$ cat config.mk
export PLATFORM = sky130hd
export DESIGN_NAME = hamming_secded_stream_decoder
export DESIGN_NICKNAME = d
export VERILOG_FILES = /design/src/rtl/hamming_secded_stream_decoder.sv
export SDC_FILE = /design/constraint.sdc
export NUM_CORES = 1
export LEC_CHECK = 0
export CORE_UTILIZATION = 47
export CTS_BUF_LIST = sky130_fd_sc_hd__clkbuf_4
export CTS_CLUSTER_SIZE = 14
export DETAILED_ROUTE_END_ITERATION = 6
export PLACE_DENSITY = 0.78
export REMOVE_ABC_BUFFERS = 1
export SLEW_MARGIN = 25
export SYNTH_ARGS = -nofsm -noshare
export SYNTH_HDL_FRONTEND = slang
export SYNTH_SLANG_ARGS = --single-unit
$ cat constraint.sdc
create_clock -name clk -period 1.5 [get_ports clk]
set_input_delay 0.225 -clock clk [delete_from_list [all_inputs] [get_ports clk]]
set_output_delay 0.225 -clock clk [all_outputs]
set_load 0.02 [all_outputs]
$ cat src/rtl/hamming_secded_stream_decoder.sv
// Pipelined SECDED Hamming decoder: S1 registers codeword + syndrome/parity,
// S2 registers corrected data and error classification. Saturating error counters.
module hamming_secded_stream_decoder #(
  parameter int unsigned R     = 4,
  parameter int unsigned CNT_W = 16
) (
  input  logic                  clk,
  input  logic                  rst,
  input  logic                  in_valid,
  output logic                  in_ready,
  input  logic [2**R-1:0]       in_code,
  input  logic                  correct_en,
  output logic                  out_valid,
  input  logic                  out_ready,
  output logic [2**R-R-2:0]     out_data,
  output logic                  out_err_single,
  output logic                  out_err_double,
  output logic [R-1:0]          out_err_pos,
  input  logic                  cnt_clr,
  output logic [CNT_W-1:0]      corr_count,
  output logic [CNT_W-1:0]      uncorr_count
);

  localparam int unsigned N = 2**R;
  localparam int unsigned K = N - R - 1;

  function automatic logic [R-1:0] syndrome(input logic [N-1:0] c);
    logic [R-1:0] s;
    s = '0;
    for (int unsigned j = 1; j < N; j++) begin
      for (int unsigned i = 0; i < R; i++) begin
        if (j[i]) s[i] = s[i] ^ c[j];
      end
    end
    return s;
  endfunction

  // Data bits live at every non-power-of-two index above 0, in ascending order.
  function automatic logic [K-1:0] extract(input logic [N-1:0] c);
    logic [K-1:0] d;
    int unsigned  k;
    d = '0;
    k = 0;
    for (int unsigned j = 1; j < N; j++) begin
      if ((j & (j - 1)) != 0) begin
        d[k] = c[j];
        k++;
      end
    end
    return d;
  endfunction

  logic         adv;

  logic         s1_valid_q, s1_valid_d;
  logic [N-1:0] s1_code_q,  s1_code_d;
  logic [R-1:0] s1_syn_q,   s1_syn_d;
  logic         s1_par_q,   s1_par_d;
  logic         s1_corr_q,  s1_corr_d;

  logic         out_valid_q,  out_valid_d;
  logic [K-1:0] out_data_q,   out_data_d;
  logic         err_single_q, err_single_d;
  logic         err_double_q, err_double_d;
  logic [R-1:0] err_pos_q,    err_pos_d;

  logic [CNT_W-1:0] corr_count_q,   corr_count_d;
  logic [CNT_W-1:0] uncorr_count_q, uncorr_count_d;

  logic [N-1:0] fix_mask;
  logic         s1_single, s1_double;

  assign adv      = !out_valid_q || out_ready;
  assign in_ready = adv;

  assign s1_single = s1_par_q;
  assign s1_double = (s1_syn_q != '0) && !s1_par_q;

  always_comb begin
    s1_valid_d = s1_valid_q;
    s1_code_d  = s1_code_q;
    s1_syn_d   = s1_syn_q;
    s1_par_d   = s1_par_q;
    s1_corr_d  = s1_corr_q;
    if (adv) begin
      s1_valid_d = in_valid;
      s1_code_d  = in_code;
      s1_syn_d   = syndrome(in_code);
      s1_par_d   = ^in_code;
      s1_corr_d  = correct_en;
    end
  end

  always_comb begin
    fix_mask = '0;
    if (s1_single && s1_corr_q) fix_mask[s1_syn_q] = 1'b1;

    out_valid_d  = out_valid_q;
    out_data_d   = out_data_q;
    err_single_d = err_single_q;
    err_double_d = err_double_q;
    err_pos_d    = err_pos_q;
    if (adv) begin
      out_valid_d  = s1_valid_q;
      out_data_d   = extract(s1_code_q ^ fix_mask);
      err_single_d = s1_single;
      err_double_d = s1_double;
      err_pos_d    = s1_syn_q;
    end
  end

  // Clear takes priority over an increment landing on the same edge.
  always_comb begin
    corr_count_d   = corr_count_q;
    uncorr_count_d = uncorr_count_q;
    if (cnt_clr) begin
      corr_count_d   = '0;
      uncorr_count_d = '0;
    end else if (adv && s1_valid_q) begin
      if (s1_single && (corr_count_q != '1))
        corr_count_d = corr_count_q + CNT_W'(1);
      if (s1_double && (uncorr_count_q != '1))
        uncorr_count_d = uncorr_count_q + CNT_W'(1);
    end
  end

  always_ff @(posedge clk) begin
    if (rst) begin
      s1_valid_q     <= 1'b0;
      s1_code_q      <= '0;
      s1_syn_q       <= '0;
      s1_par_q       <= 1'b0;
      s1_corr_q      <= 1'b0;
      out_valid_q    <= 1'b0;
      out_data_q     <= '0;
      err_single_q   <= 1'b0;
      err_double_q   <= 1'b0;
      err_pos_q      <= '0;
      corr_count_q   <= '0;
      uncorr_count_q <= '0;
    end else begin
      s1_valid_q     <= s1_valid_d;
      s1_code_q      <= s1_code_d;
      s1_syn_q       <= s1_syn_d;
      s1_par_q       <= s1_par_d;
      s1_corr_q      <= s1_corr_d;
      out_valid_q    <= out_valid_d;
      out_data_q     <= out_data_d;
      err_single_q   <= err_single_d;
      err_double_q   <= err_double_d;
      err_pos_q      <= err_pos_d;
      corr_count_q   <= corr_count_d;
      uncorr_count_q <= uncorr_count_d;
    end
  end

  assign out_valid      = out_valid_q;
  assign out_data       = out_data_q;
  assign out_err_single = err_single_q;
  assign out_err_double = err_double_q;
  assign out_err_pos    = err_pos_q;
  assign corr_count     = corr_count_q;
  assign uncorr_count   = uncorr_count_q;

endmodule

==> results.cfg, run 1 <==
[status]
status = finished with violations
violations = negative setup slack

[drt]
drt_pass1_iterations = 5
wl_per_cell_um = 16.4
wl_um = 10500
viasPerCell = 5.51
ant_nets = 0
vias = 3512
dr.first_iter.drc_count = 184
drcViolationCount = 0

[worst_setup_path]
crit_required_ns = 1.82
endpoint_kind = flip-flop
start_kind = flip-flop
rrSetupSlack_ns = -0.16
crit_fanout = 7
arrival_ns = 1.98
crit_type = reg2reg

[clock_tree]
cts_buffer_depth = 2
path_clk_slew_ns = 0.11
cts_inserted_buffers = 9
clockRootBuffer = clkbuf_4
clk_latency_ns = 0.42
cts_hold_buffers = 0
cts_htree_levels = 3
clock_sinks = 68
tritoncts = built

[timing]
finalCritPeriodShare = 1.10
tightestPinTransition_ns = 0.405
min_period_ns = 1.66
worst_slack_ns = -0.156
max_freq_ghz = 0.604
rsz0062_at_grt = true
slew-limit-headroom = 0.730
slew_viol_final = 0
finalSetupViolCount = 23
finalClockSkew_ns = 0.00692
hold_violations = 0
fin_tns_setup_ns = -1.78

[power_and_ir_drop]
ir_worst_vdd_mv = 0.559
pwr_density_cell_mw_per_mm2 = 864
power_leakage_nw = 2.07

[cells_and_area]
area_growth_pct = 55.4
fin_area_mm2 = 0.00512
drive_above_1_share = 0.322
stdcell_count = 637
final_util = 0.754
fin_nets = 560
antenna_cells = 0

[placement]
place_area_mm2 = 0.00460
port-buffer-count = 72
post-place-cells = 604
dp_hpwl_um = 6130
routabilityCongestion = 0.846
place_ws_ns = -0.397

[synth]
synth-edff-count = 0
seq_area_frac_synth = 0.413
synth_area_per_cell_um2 = 8.54
netlist_area_mm2 = 0.00330
ys_types = 47
syn-instance-count = 386
synthFlopType = dfxtp_1
synth-async-reset-ratio = 0
ys_warn_count = 0
ys_ff_latch = 68

[floorplanning]
dieArea_mm2 = 0.00735
die_w_um = 85.8
rows = 30
core_area_mm2 = 0.00679
start_util = 0.485
io_pins = 73
fp.dieH_um = 85.8

[global_route]
antenna_found_initial = 0
grt_start_max_net_pins = 37
grt_usage = 0.242
grt_pass1_vias = 3097
grt_overflow = 0
grt_first_pass_wirelength_um = 13900

[worst_hold_path]
hold_class = in2reg

[flow_run]
drv_cap = 0
report_power, final:
group	switching (mW)	total [mW]	internal (mW)	leakage [nW]
clock network	0.660	1.34	0.681	0.0876
logic	0.527	1.06	0.531	1.42
registers	0.100	2.03	1.93	0.563
total	1.29	4.43	3.14	2.07
per-layer routing:
metal	wire length (µm)	GRT usage	vias up
met1	4090	0.276	1654
met5	0	0	-
met3	677	0.0568	41
met2	5350	0.436	163
li1	-	-	1654
met4	343	0.0955	0
stage by stage:
stage	total power, mW	hold slack, ns
finish	4.43	0.350
detailed placement	2.97	0.447
global placement	2.95	0.445
CTS	4.29	0.348
global route	4.62	0.336
floorplan	2.51	0.290
cells by family after synthesis:
family	share of synthesized area
XOR/XNOR	0.133
adder cells (fa/ha/maj)	0.00759
buffers and inverters	0.0338
multiplexers	0.00607
AND/OR/NAND/NOR	0.259
flip-flops	0.413
AO/OA/AOI/OAI	0.148
placed cells by master, fill, tap and decap left out, types with 3 or more instances in the layout:
master,count
a211oi_1,6
a211oi_2,9
a21oi_1,26
a311oi_1,6
a311oi_2,3
and4_4,3
buf_4,74
buf_6,11
clkbuf_2,4
clkbuf_4,10
clkdlybuf4s15_1,10
clkdlybuf4s50_1,21
clkinv_2,3
dfxtp_1,52
dfxtp_2,15
dlygate4sd2_1,36
inv_1,5
nand2_1,46
nand3_1,8
nand3_4,3
nand4_1,9
nor2_1,44
nor3_1,4
o21ai_0,12
o21ai_2,4
or3_1,13
or3_4,3
xnor2_1,39
xor2_1,11
area by class of cell:
| type | count | area [µm²] |
|---|---|---|
| inverter | 6 | 25.0 |
| multi-input combinational | 292 | 2050 |
| tap | 96 | 120 |
| fill | 470 | 1670 |
| clock inverter | 6 | 78.8 |
| sequential | 68 | 1380 |
| clock buffer | 10 | 75.1 |
| timing repair buffer | 159 | 1390 |
critical path, stage by stage (launching register included):
cell	delay (ns)
dfxtp_2	0.34
or4_4	0.55
buf_6	0.15
nand3_4	0.13
a21oi_4	0.06
xnor2_1	0.25
nor2_1	0.07
cells in the mapped netlist, types with 3 or more instances:
| master | n | area share |
|---|---|---|
| nor3_1 | 6 | 0.0091 |
| a21oi_1 | 28 | 0.043 |
| nand4_1 | 9 | 0.017 |
| and3_1 | 4 | 0.0076 |
| and2_1 | 3 | 0.0057 |
| dfxtp_1 | 68 | 0.41 |
| inv_1 | 5 | 0.0057 |
| xor2_1 | 11 | 0.029 |
| xnor2_1 | 39 | 0.10 |
| buf_4 | 3 | 0.0068 |
| nand2_1 | 48 | 0.055 |
| clkbuf_1 | 14 | 0.016 |
| a311oi_1 | 9 | 0.024 |
| and4_1 | 3 | 0.0080 |
| nor2_1 | 45 | 0.051 |
| a211oi_1 | 15 | 0.034 |
| nand3_1 | 10 | 0.015 |
| or3_1 | 16 | 0.030 |
| o21ai_0 | 13 | 0.020 |
flip-flops by register name, summed over array words and instances (netlist names):
| register | flops |
|---|---|
| corr_count | 16 |
| out_data | 11 |
| out_err_double | 1 |
| out_err_pos | 4 |
| out_err_single | 1 |
| out_valid | 1 |
| s1_code_q | 11 |
| s1_corr_q | 1 |
| s1_par_q | 1 |
| s1_syn_q | 4 |
| s1_valid_q | 1 |
| uncorr_count | 16 |
path summary, 6_finish.rpt:
kind	start	to	cells past startpoint
worst min register to register	out_err_single	out_err_single	2
worst max-delay path	s1_syn_q[1]	uncorr_count[0]	6
worst min-delay path	correct_en	s1_corr_q	3
worst max register to register	s1_syn_q[1]	uncorr_count[0]	6
timing repair:
item	4_1_cts	5_1_grt
gates cloned	0	1
pin swaps	10	28
endpoints found under the setup margin	76	57
setup buffers	4	12
resized for setup	70	79
Note: power is estimated with default switching activity, not from simulation.
==> run 2: changes to the inputs <==
Settings changed: PLACE_DENSITY 0.78 to default, PLACE_DENSITY_LB_ADDON from default to 0.05.
==> run 2 against run 1 <==
Power decreased by 5.4%. Die area unchanged. Global-route usage decreased by 0.49 points. Sequential cell count unchanged. Utilization decreased by 0.22 points. Highest routed layer unchanged. Sequential share of layout area increased by 0.18 points. Critical path depth unchanged. Via count decreased by 5.4%. The flow still finishes with violations (negative setup slack). Hold slack got worse by 0.0059 ns. Clock-buffer cell count unchanged.
==> results.cfg, run 2 (synthesis results as in run 1) <==
[status]
status = finished with violations
violations = negative setup slack

[worst_setup_path]
crit_slowest_cell = or4_4
cp_cell_sequence = or4_4 -> buf_6 -> nand4_1 -> buf_4 -> o31ai_2 -> a21oi_2
endpoint_kind = flip-flop
start_kind = flip-flop
crit_fanout = 4
crit_required_ns = 1.85
arrival_ns = 1.96
ff2ff_path_depth = 6
crit_type = reg2reg
max_stage_delay_ns = 0.55

[placement]
dp_hpwl_um = 5990
post-place-cells = 603
port-buffer-count = 72
place_area_mm2 = 0.00462
routabilityCongestion = 0.813

[clock_tree]
cts_hold_buffers = 0
tritoncts = built
cts_htree_levels = 3
clk_latency_ns = 0.42
cts_buffer_depth = 2
path_clk_slew_ns = 0.11
clock_sinks = 68
clockRootBuffer = clkbuf_4
cts_inserted_buffers = 9

[worst_hold_path]
hold_depth = 3
hold_class = in2reg

[drt]
ant_nets = 0
vias = 3321
drt_pass1_iterations = 6
dr.first_iter.drc_count = 126
wl_per_cell_um = 14.1
drcViolationCount = 0
wl_um = 8880
viasPerCell = 5.25

[timing]
worst_slack_ns = -0.108
finalClockSkew_ns = 0.0127
rsz0062_at_grt = true
max_freq_ghz = 0.622
hold_violations = 0
finalCritPeriodShare = 1.07
finalSetupViolCount = 18
tightestPinTransition_ns = 0.399
slew_viol_final = 0
min_period_ns = 1.61
fin_tns_setup_ns = -0.766
slew-limit-headroom = 0.731

[global_route]
grt_overflow = 0
grt_first_pass_wirelength_um = 13800
grt_pass1_vias = 3105
antenna_found_initial = 0
grt_usage = 0.237
grt_start_max_net_pins = 37

[power_and_ir_drop]
ir_worst_vdd_mv = 0.523
p_sw_frac = 0.295
pwr-share-comb = 0.240
p_sw_mw = 1.24
p_total_mw = 4.19
pwr_density_cell_mw_per_mm2 = 820
power.sequential.fraction = 0.480
power_leakage_nw = 2.07
clkPwrFrac = 0.280
p_int_mw = 2.95

[floorplanning]
die_w_um = 85.8
dieArea_mm2 = 0.00735
rows = 30
fp.dieH_um = 85.8
io_pins = 73
start_util = 0.485
core_area_mm2 = 0.00679

[cells_and_area]
drive_above_1_share = 0.323
mostFrequentLayoutCells = buf_4, dfxtp_1, nand2_1
fillers = 509
final_util = 0.752
stdcell_count = 632
antenna_cells = 0
area_growth_pct = 55.0
layout_commonest_cell = buf_4
fin_nets = 555
fin_area_mm2 = 0.00511

[flow_run]
drv_cap = 0
-- run 2: worst paths after layout --
path	start	end	slack (ns)
worst max-delay path	s1_syn_q[3]	uncorr_count[9]	-0.11
worst min register to register	out_err_single	out_err_single	0.46
worst max register to register	s1_syn_q[3]	uncorr_count[9]	-0.11
worst min-delay path	correct_en	s1_corr_q	0.34
-- run 2: metal layers --
layer  part of all wire  track usage  vias to the layer above
li1                   -            -                     1655
met1               0.43        0.285                     1565
met2               0.51        0.415                       79
met3              0.026       0.0298                       22
met4              0.030        0.124                        0
met5                  0            0                        -
-- run 2: power groups by stage --
stage	sequential (mW)	clock [mW]	combinational, mW
global route	2.03	1.28	1.10
floorplan	2.11	0	0.400
finish	2.01	1.17	1.00
CTS	2.00	1.19	0.954
detailed placement	2.04	0	0.954
global placement	2.03	0	0.945
-- run 2: what timing repair did --
item	CTS	global route
gates cloned	1	0
endpoints found under the setup margin	75	48
pin swaps	12	20
buffers inserted	7	5
resized for setup	86	65
-- run 2: area by class of cell --
type                       instances  area (µm²)  share of cell area
multi-input combinational        292        2070               0.405
clock buffer                      10        75.1              0.0147
clock inverter                     6        55.1              0.0108
tap                               96         120              0.0235
sequential                        68        1390               0.272
timing repair buffer             154        1380               0.270
inverter                           6        22.5             0.00441
-- run 2: metrics by stage --
step,hold WS [ns],worst slack [ns]
after floorplan,0.290,-0.682
after global placement,0.442,-0.342
after detailed placement,0.446,-0.396
after CTS,0.346,-0.0844
after global routing,0.346,-0.191
final,0.344,-0.108
-- run 2: worst max-delay path, delay by kind of cell (launching register included) --
family,cells,cell delay (ns)
flops,1,0.34
compound gates,2,0.22
simple gates,2,0.70
buf+inv,2,0.30
